<file path="config.mk">
export PLATFORM = sky130hd
export DESIGN_NAME = agex_stage_reg_flat
export DESIGN_NICKNAME = d
export VERILOG_FILES = /design/src/rtl/agex_stage_reg_if.sv /design/src/rtl/agex_stage_reg.sv /design/src/flat_wrapper.sv
export SDC_FILE = /design/constraint.sdc
export NUM_CORES = 1
export LEC_CHECK = 0
export CAP_MARGIN = 10
export CORE_UTILIZATION = 47
export DETAILED_ROUTE_END_ITERATION = 10
export DONT_BUFFER_PORTS = 1
export GPL_TIMING_DRIVEN = 0
export PLACE_DENSITY = 0.61
export SYNTH_ARGS = -nofsm -noshare
export SYNTH_HDL_FRONTEND = slang
export SYNTH_SLANG_ARGS = --single-unit
</file>
<file path="constraint.sdc">
create_clock -name clk -period 1.4 [get_ports clk]
set_input_delay 0.14 -clock clk [delete_from_list [all_inputs] [get_ports clk]]
set_output_delay 0.14 -clock clk [all_outputs]
set_load 0.005 [all_outputs]
</file>
<file path="src/rtl/agex_stage_reg_if.sv">
// Handshake and payload bundle for the AGEX stage register.
// The master side feeds beats in and drains them; the slave side is the register.
interface agex_stage_reg_if #(
  parameter int WORD_WIDTH = 16,
  parameter int CS_WIDTH   = 20,
  parameter int NZP_WIDTH  = 3
);
  logic                  in_valid;
  logic                  in_ready;
  logic [WORD_WIDTH-1:0] in_npc;
  logic [CS_WIDTH-1:0]   in_cs;
  logic [WORD_WIDTH-1:0] in_ir;
  logic [WORD_WIDTH-1:0] in_sr1;
  logic [WORD_WIDTH-1:0] in_sr2;
  logic [NZP_WIDTH-1:0]  in_cc;
  logic [NZP_WIDTH-1:0]  in_drid;
  logic                  flush;
  logic                  out_valid;
  logic                  out_ready;
  logic [WORD_WIDTH-1:0] out_npc;
  logic [CS_WIDTH-1:0]   out_cs;
  logic [WORD_WIDTH-1:0] out_ir;
  logic [WORD_WIDTH-1:0] out_sr1;
  logic [WORD_WIDTH-1:0] out_sr2;
  logic [NZP_WIDTH-1:0]  out_cc;
  logic [NZP_WIDTH-1:0]  out_drid;
  logic [1:0]            occupancy;

  modport master (
    output in_valid, in_npc, in_cs, in_ir, in_sr1, in_sr2, in_cc, in_drid, flush, out_ready,
    input  in_ready, out_valid, out_npc, out_cs, out_ir, out_sr1, out_sr2, out_cc, out_drid,
           occupancy
  );

  modport slave (
    input  in_valid, in_npc, in_cs, in_ir, in_sr1, in_sr2, in_cc, in_drid, flush, out_ready,
    output in_ready, out_valid, out_npc, out_cs, out_ir, out_sr1, out_sr2, out_cc, out_drid,
           occupancy
  );
endinterface

</file>
<file path="src/rtl/agex_stage_reg.sv">
// AGEX pipeline stage register: atomic payload beat, valid/ready handshake,
// synchronous flush and an optional skid entry that keeps in_ready registered.
//
// state | meaning
// EMPTY | no beat held (M-, S-)
// ONE   | main entry holds a beat (M+, S-)
// FULL  | main and skid entries both hold beats (M+, S+), SKID=1 only
module agex_stage_reg #(
  parameter int WORD_WIDTH = 16,
  parameter int CS_WIDTH   = 20,
  parameter int NZP_WIDTH  = 3,
  parameter bit SKID       = 1'b1
) (
  input logic           clk,
  input logic           reset,
  agex_stage_reg_if.slave bus
);
  localparam int PW = 4*WORD_WIDTH + CS_WIDTH + 2*NZP_WIDTH;

  typedef enum logic [1:0] {EMPTY = 2'd0, ONE = 2'd1, FULL = 2'd2} state_t;

  state_t          state, state_nxt;
  logic [PW-1:0]   m_data, s_data, in_data;
  logic            in_ready, in_fire, out_fire;
  logic            load_m, load_s, m_from_s;
  logic [1:0]      occupancy;

  assign in_data = {bus.in_npc, bus.in_cs, bus.in_ir, bus.in_sr1, bus.in_sr2,
                    bus.in_cc, bus.in_drid};

  // With the skid entry, in_ready depends only on registered state.
  assign in_ready = SKID ? (state != FULL) : ((state == EMPTY) | bus.out_ready);
  assign in_fire  = bus.in_valid & in_ready;
  assign out_fire = (state != EMPTY) & bus.out_ready;

  always_comb begin
    state_nxt = state;
    load_m    = 1'b0;
    load_s    = 1'b0;
    m_from_s  = 1'b0;
    case (state)
      EMPTY: begin
        if (in_fire) begin
          load_m    = 1'b1;
          state_nxt = ONE;
        end
      end
      ONE: begin
        if (out_fire && in_fire) begin
          load_m = 1'b1;
        end else if (out_fire) begin
          state_nxt = EMPTY;
        end else if (in_fire && SKID) begin
          load_s    = 1'b1;
          state_nxt = FULL;
        end
      end
      FULL: begin
        if (out_fire) begin
          m_from_s  = 1'b1;
          state_nxt = ONE;
        end
      end
      default: state_nxt = EMPTY;
    endcase
    // Flush discards anything accepted this cycle; payload registers just hold.
    if (bus.flush) begin
      state_nxt = EMPTY;
      load_m    = 1'b0;
      load_s    = 1'b0;
      m_from_s  = 1'b0;
    end
  end

  always_ff @(posedge clk) begin
    if (reset) begin
      state     <= EMPTY;
      m_data    <= '0;
      s_data    <= '0;
      occupancy <= 2'd0;
    end else begin
      state <= state_nxt;
      if (load_m)        m_data <= in_data;
      else if (m_from_s) m_data <= s_data;
      if (load_s)        s_data <= in_data;
      case (state_nxt)
        EMPTY:   occupancy <= 2'd0;
        ONE:     occupancy <= 2'd1;
        default: occupancy <= 2'd2;
      endcase
    end
  end

  assign bus.in_ready  = in_ready;
  assign bus.out_valid = (state != EMPTY);
  assign bus.occupancy = occupancy;
  assign {bus.out_npc, bus.out_cs, bus.out_ir, bus.out_sr1, bus.out_sr2,
          bus.out_cc, bus.out_drid} = m_data;
endmodule

</file>
<file path="src/flat_wrapper.sv">
// flat-port wrapper written by rule: the top's interface ports become plain ports
module agex_stage_reg_flat 
#(
  parameter int WORD_WIDTH = 16,
  parameter int CS_WIDTH   = 20,
  parameter int NZP_WIDTH  = 3,
  parameter bit SKID       = 1'b1
)
  (clk, reset, bus_in_valid, bus_in_npc, bus_in_cs, bus_in_ir, bus_in_sr1, bus_in_sr2, bus_in_cc, bus_in_drid, bus_flush, bus_out_ready, bus_in_ready, bus_out_valid, bus_out_npc, bus_out_cs, bus_out_ir, bus_out_sr1, bus_out_sr2, bus_out_cc, bus_out_drid, bus_occupancy);
  agex_stage_reg_if #(.WORD_WIDTH(WORD_WIDTH), .CS_WIDTH(CS_WIDTH), .NZP_WIDTH(NZP_WIDTH)) bus_i ();
  input logic clk;
  input logic reset;
  input wire logic [$bits(bus_i.in_valid)-1:0] bus_in_valid;
  input wire logic [$bits(bus_i.in_npc)-1:0] bus_in_npc;
  input wire logic [$bits(bus_i.in_cs)-1:0] bus_in_cs;
  input wire logic [$bits(bus_i.in_ir)-1:0] bus_in_ir;
  input wire logic [$bits(bus_i.in_sr1)-1:0] bus_in_sr1;
  input wire logic [$bits(bus_i.in_sr2)-1:0] bus_in_sr2;
  input wire logic [$bits(bus_i.in_cc)-1:0] bus_in_cc;
  input wire logic [$bits(bus_i.in_drid)-1:0] bus_in_drid;
  input wire logic [$bits(bus_i.flush)-1:0] bus_flush;
  input wire logic [$bits(bus_i.out_ready)-1:0] bus_out_ready;
  output wire logic [$bits(bus_i.in_ready)-1:0] bus_in_ready;
  output wire logic [$bits(bus_i.out_valid)-1:0] bus_out_valid;
  output wire logic [$bits(bus_i.out_npc)-1:0] bus_out_npc;
  output wire logic [$bits(bus_i.out_cs)-1:0] bus_out_cs;
  output wire logic [$bits(bus_i.out_ir)-1:0] bus_out_ir;
  output wire logic [$bits(bus_i.out_sr1)-1:0] bus_out_sr1;
  output wire logic [$bits(bus_i.out_sr2)-1:0] bus_out_sr2;
  output wire logic [$bits(bus_i.out_cc)-1:0] bus_out_cc;
  output wire logic [$bits(bus_i.out_drid)-1:0] bus_out_drid;
  output wire logic [$bits(bus_i.occupancy)-1:0] bus_occupancy;
  assign bus_i.in_valid = bus_in_valid;
  assign bus_i.in_npc = bus_in_npc;
  assign bus_i.in_cs = bus_in_cs;
  assign bus_i.in_ir = bus_in_ir;
  assign bus_i.in_sr1 = bus_in_sr1;
  assign bus_i.in_sr2 = bus_in_sr2;
  assign bus_i.in_cc = bus_in_cc;
  assign bus_i.in_drid = bus_in_drid;
  assign bus_i.flush = bus_flush;
  assign bus_i.out_ready = bus_out_ready;
  assign bus_in_ready = bus_i.in_ready;
  assign bus_out_valid = bus_i.out_valid;
  assign bus_out_npc = bus_i.out_npc;
  assign bus_out_cs = bus_i.out_cs;
  assign bus_out_ir = bus_i.out_ir;
  assign bus_out_sr1 = bus_i.out_sr1;
  assign bus_out_sr2 = bus_i.out_sr2;
  assign bus_out_cc = bus_i.out_cc;
  assign bus_out_drid = bus_i.out_drid;
  assign bus_occupancy = bus_i.occupancy;
  agex_stage_reg #(.WORD_WIDTH(WORD_WIDTH), .CS_WIDTH(CS_WIDTH), .NZP_WIDTH(NZP_WIDTH), .SKID(SKID)) u_core (.clk(clk), .reset(reset), .bus(bus_i));
endmodule
</file>
==> results by group <==
Critical path
  – Critical Path AT: 1860 ps
  – WS Path Type: register to register
  – Reg2reg setup slack: -180 ps
  – Worst path max stage delay: 400 ps
  – Setup crit start kind: register
  – Reg-to-reg startpoint: u_core.state[1]$_SDFF_PP0_
  – Crit-path cells: or3b_4 > buf_8 > buf_12 > buf_12 > nor3_4 > a311oi_2
  – Critical path's slowest cell: or3b_4
  – FF-to-FF End: u_core.m_data[68]$_SDFFE_PP0P_
  – FF-to-FF path depth: 6
  – Worst path most repeated cell: buf_12
  – Worst path required time: 1680 ps
  – Critical Path Fanout Max: 10
  – Worst setup EP type: register

Drt
  – Residual DRC: 0
  – DR vias/cell: 5.92
  – Routed vias: 7634
  – Pre-Repair DR Iteration Count: 7
  – Initial DRC count: 481
  – Post-route ant nets: 0
  – Final WL: 24.4 mm
  – Drt wl/cell: 19.0 um

Power
  – Power per Cell Area: 1130 nW/um2
  – Leak: 3.45 nW
  – Peak VDD IR: 0.835 mV
  – Total Power: 11.9 mW

CTS
  – CTS max path bufs: 2
  – Num Clock Sinks: 184
  – Reg clk slew, reported paths: 60 ps
  – Clock root buffer: clkbuf_16
  – Clk_lat worst skew: 430 ps
  – Total CTS buffers: 17
  – TritonCTS clock tree: yes
  – H-tree depth: 4

Logic synthesis
  – Primary FF master, synth: dfxtp_1
  – Synth warn: 0
  – Asr flop ratio synth: 0
  – Syn Inst Count: 943
  – Mux cell area share after synthesis: 0
  – Yosys reg bits: 184
  – Adder-Cell Fraction of Synth Area: 0
  – Post-synthesis simple-gate area fraction: 0.263
  – Synth unique cells: 26
  – Post-Syn Nets: 1038
  – Mapped Avg Cell Area: 8.60 um2
  – Register area share after synthesis: 0.454
  – Post-synth EDFFs: 0
  – Main combinational cell family by area after synthesis: simple AND/OR/NAND/NOR gates
  – Post-synthesis compound-gate area fraction: 0.212
  – Cell Area, Synth: 8110 um2
  – Post-Synth XOR/XNOR Area: 0

Floorplanning
  – Core area: 16700 um2
  – # IOs: 189
  – DIE AREA: 17800 um2
  – Initial Utilization: 0.486
  – Chip height: 133 um
  – Row count: 47
  – Die X: 133 um

Place
  – Final Wtd Congestion: 0.795
  – Hpwl dp: 15.5 mm
  – Buffers on Ports: 0
  – Area after DPL: 8390 um2
  – Pre-CTS setup slack: -396 ps
  – Inst Count DP: 1163

Global routing
  – First-pass GRT wire length: 39.3 mm
  – Congestion Overflow GR: 0
  – All-layer global routing usage: 0.276
  – Vias in the first global route: 7437
  – Antenna violations before repair: 0
  – Largest net degree at the start of global routing: 17

Final layout
  – Inserted Diodes: 0
  – Finished Layout Cells: 1290
  – Core Util, Final: 0.627
  – Share of cells above drive strength 1: 0.223
  – Area delta synth->final: 29.1%
  – Most frequent cells in the layout: dfxtp_1, nand2_1, dlygate4sd3_1
  – Final nets: 1153
  – Most common cell after layout, fill and taps aside: dfxtp_1
  – FILL cells: 1467
  – Final instance area: 10500 um2

Status
  – Failing checks: setup timing
  – Outcome: finished, violations left

Hold path
  – Hold EP: u_core.state[0]$_SDFF_PP0_
  – HP Class: input port to register
  – Worst Hold Depth: 3
  – HP Start: bus_in_valid

Timing
  – Aggregate negative setup slack: -17880 ps
  – Setup WS post-layout: -179 ps
  – RSZ-0062 raised after global routing: true
  – Clock Skew: 7.78 ps
  – Final Hold Fails: 0
  – Period utilization: 1.13
  – Final min period: 1580 ps
  – Slew Limit Fails: 0
  – Relative slew slack: 0.508
  – WHS: 7.60 ps
  – Final Setup Violations: 180
  – Worst Tran Pin Value: 738 ps
  – Achievable Freq: 633 MHz

Flow run
  – Max-cap violations: 0
## worst max-delay path, delay by kind of cell, from the launching register on
kind,cells,cell delay [ps]
AOI/OAI and AO/OA,1,70
buffers and inverters,3,470
DFF,1,360
and+or+nand+nor,2,540
## cells by family after synthesis
kind of cell,Yosys count
compound gates,275
buf+inv,110
flops,184
simple gates,374
## flip-flops by register name (all words and copies together), names as in the netlist
| name | count |
|---|---|
| u_core.s_data | 90 |
| u_core.bus.occupancy | 2 |
| u_core.m_data | 90 |
| u_core.state | 2 |
## worst max-delay path by stage
| stage | startpoint | to | slack, ps | depth (start not counted) |
|---|---|---|---|---|
| 6_report | u_core.state[1]$_SDFF_PP0_ | u_core.m_data[68]$_SDFFE_PP0P_ | -180 | 6 |
| 4_1_cts | u_core.state[1]$_SDFF_PP0_ | u_core.s_data[57]$_SDFFE_PP0P_ | -160 | 6 |
| 3_3_place_gp | u_core.state[0]$_SDFF_PP0_ | u_core.m_data[13]$_SDFFE_PP0P_ | -390 | 5 |
| 3_5_place_dp | u_core.state[0]$_SDFF_PP0_ | u_core.m_data[35]$_SDFFE_PP0P_ | -400 | 5 |
| 2_1_floorplan | u_core.state[1]$_SDFF_PP0_ | u_core.m_data[0]$_SDFFE_PP0P_ | 4 | 6 |
| 5_1_grt | u_core.state[1]$_SDFF_PP0_ | u_core.m_data[68]$_SDFFE_PP0P_ | -230 | 6 |
## metal layers
layer	track usage	up-vias	wire [um]
met3	0.0594	36	1680
li1	-	3666	-
met5	0	-	0
met2	0.428	266	11400
met4	0.0890	0	374
met1	0.380	3666	11000
## cell type report
cell class | instances | area [um2] | area share
inverter | 1 | 3.75 | 0.000358
timing repair buffer | 96 | 948 | 0.0906
buffer | 109 | 848 | 0.0810
clock inverter | 8 | 110 | 0.0105
clock buffer | 23 | 498 | 0.0475
tap | 220 | 275 | 0.0263
multi-input combinational | 649 | 4100 | 0.391
sequential | 184 | 3690 | 0.352
## power breakdown
part / leakage (nW) / internal (mW) / switching [mW] / total (mW)
sequential: 1.50 / 5.44 / 0.159 / 5.60
combinational: 1.66 / 0.550 / 0.749 / 1.30
clock: 0.293 / 2.88 / 2.07 / 4.96
## repair_timing
| item | in CTS | in global routing |
|---|---|---|
| gates cloned | 2 | 0 |
| buffers inserted | 1 | 1 |
| hold buffers | 92 | 0 |
| endpoints found under the setup margin | 180 | 181 |
| pin swaps | 1 | 8 |
| gates resized for setup | 98 | 149 |
| endpoints found under the hold margin | 184 | 0 |
## Yosys cell counts, types with 2 or more instances
master	count	area share
nor3_2	90	0.11
o21ai_0	81	0.050
clkbuf_1	55	0.025
o21ai_1	10	0.0062
a21oi_1	91	0.056
nor3b_1	2	0.0019
buf_2	37	0.023
nand2_1	180	0.083
nand3_1	90	0.056
nor2b_1	3	0.0023
nor4_1	2	0.0015
a211oi_1	2	0.0019
dfxtp_1	184	0.45
buf_4	4	0.0037
a311oi_1	90	0.097
buf_6	12	0.017
No activity file was read; power rests on OpenSTA's default activity.
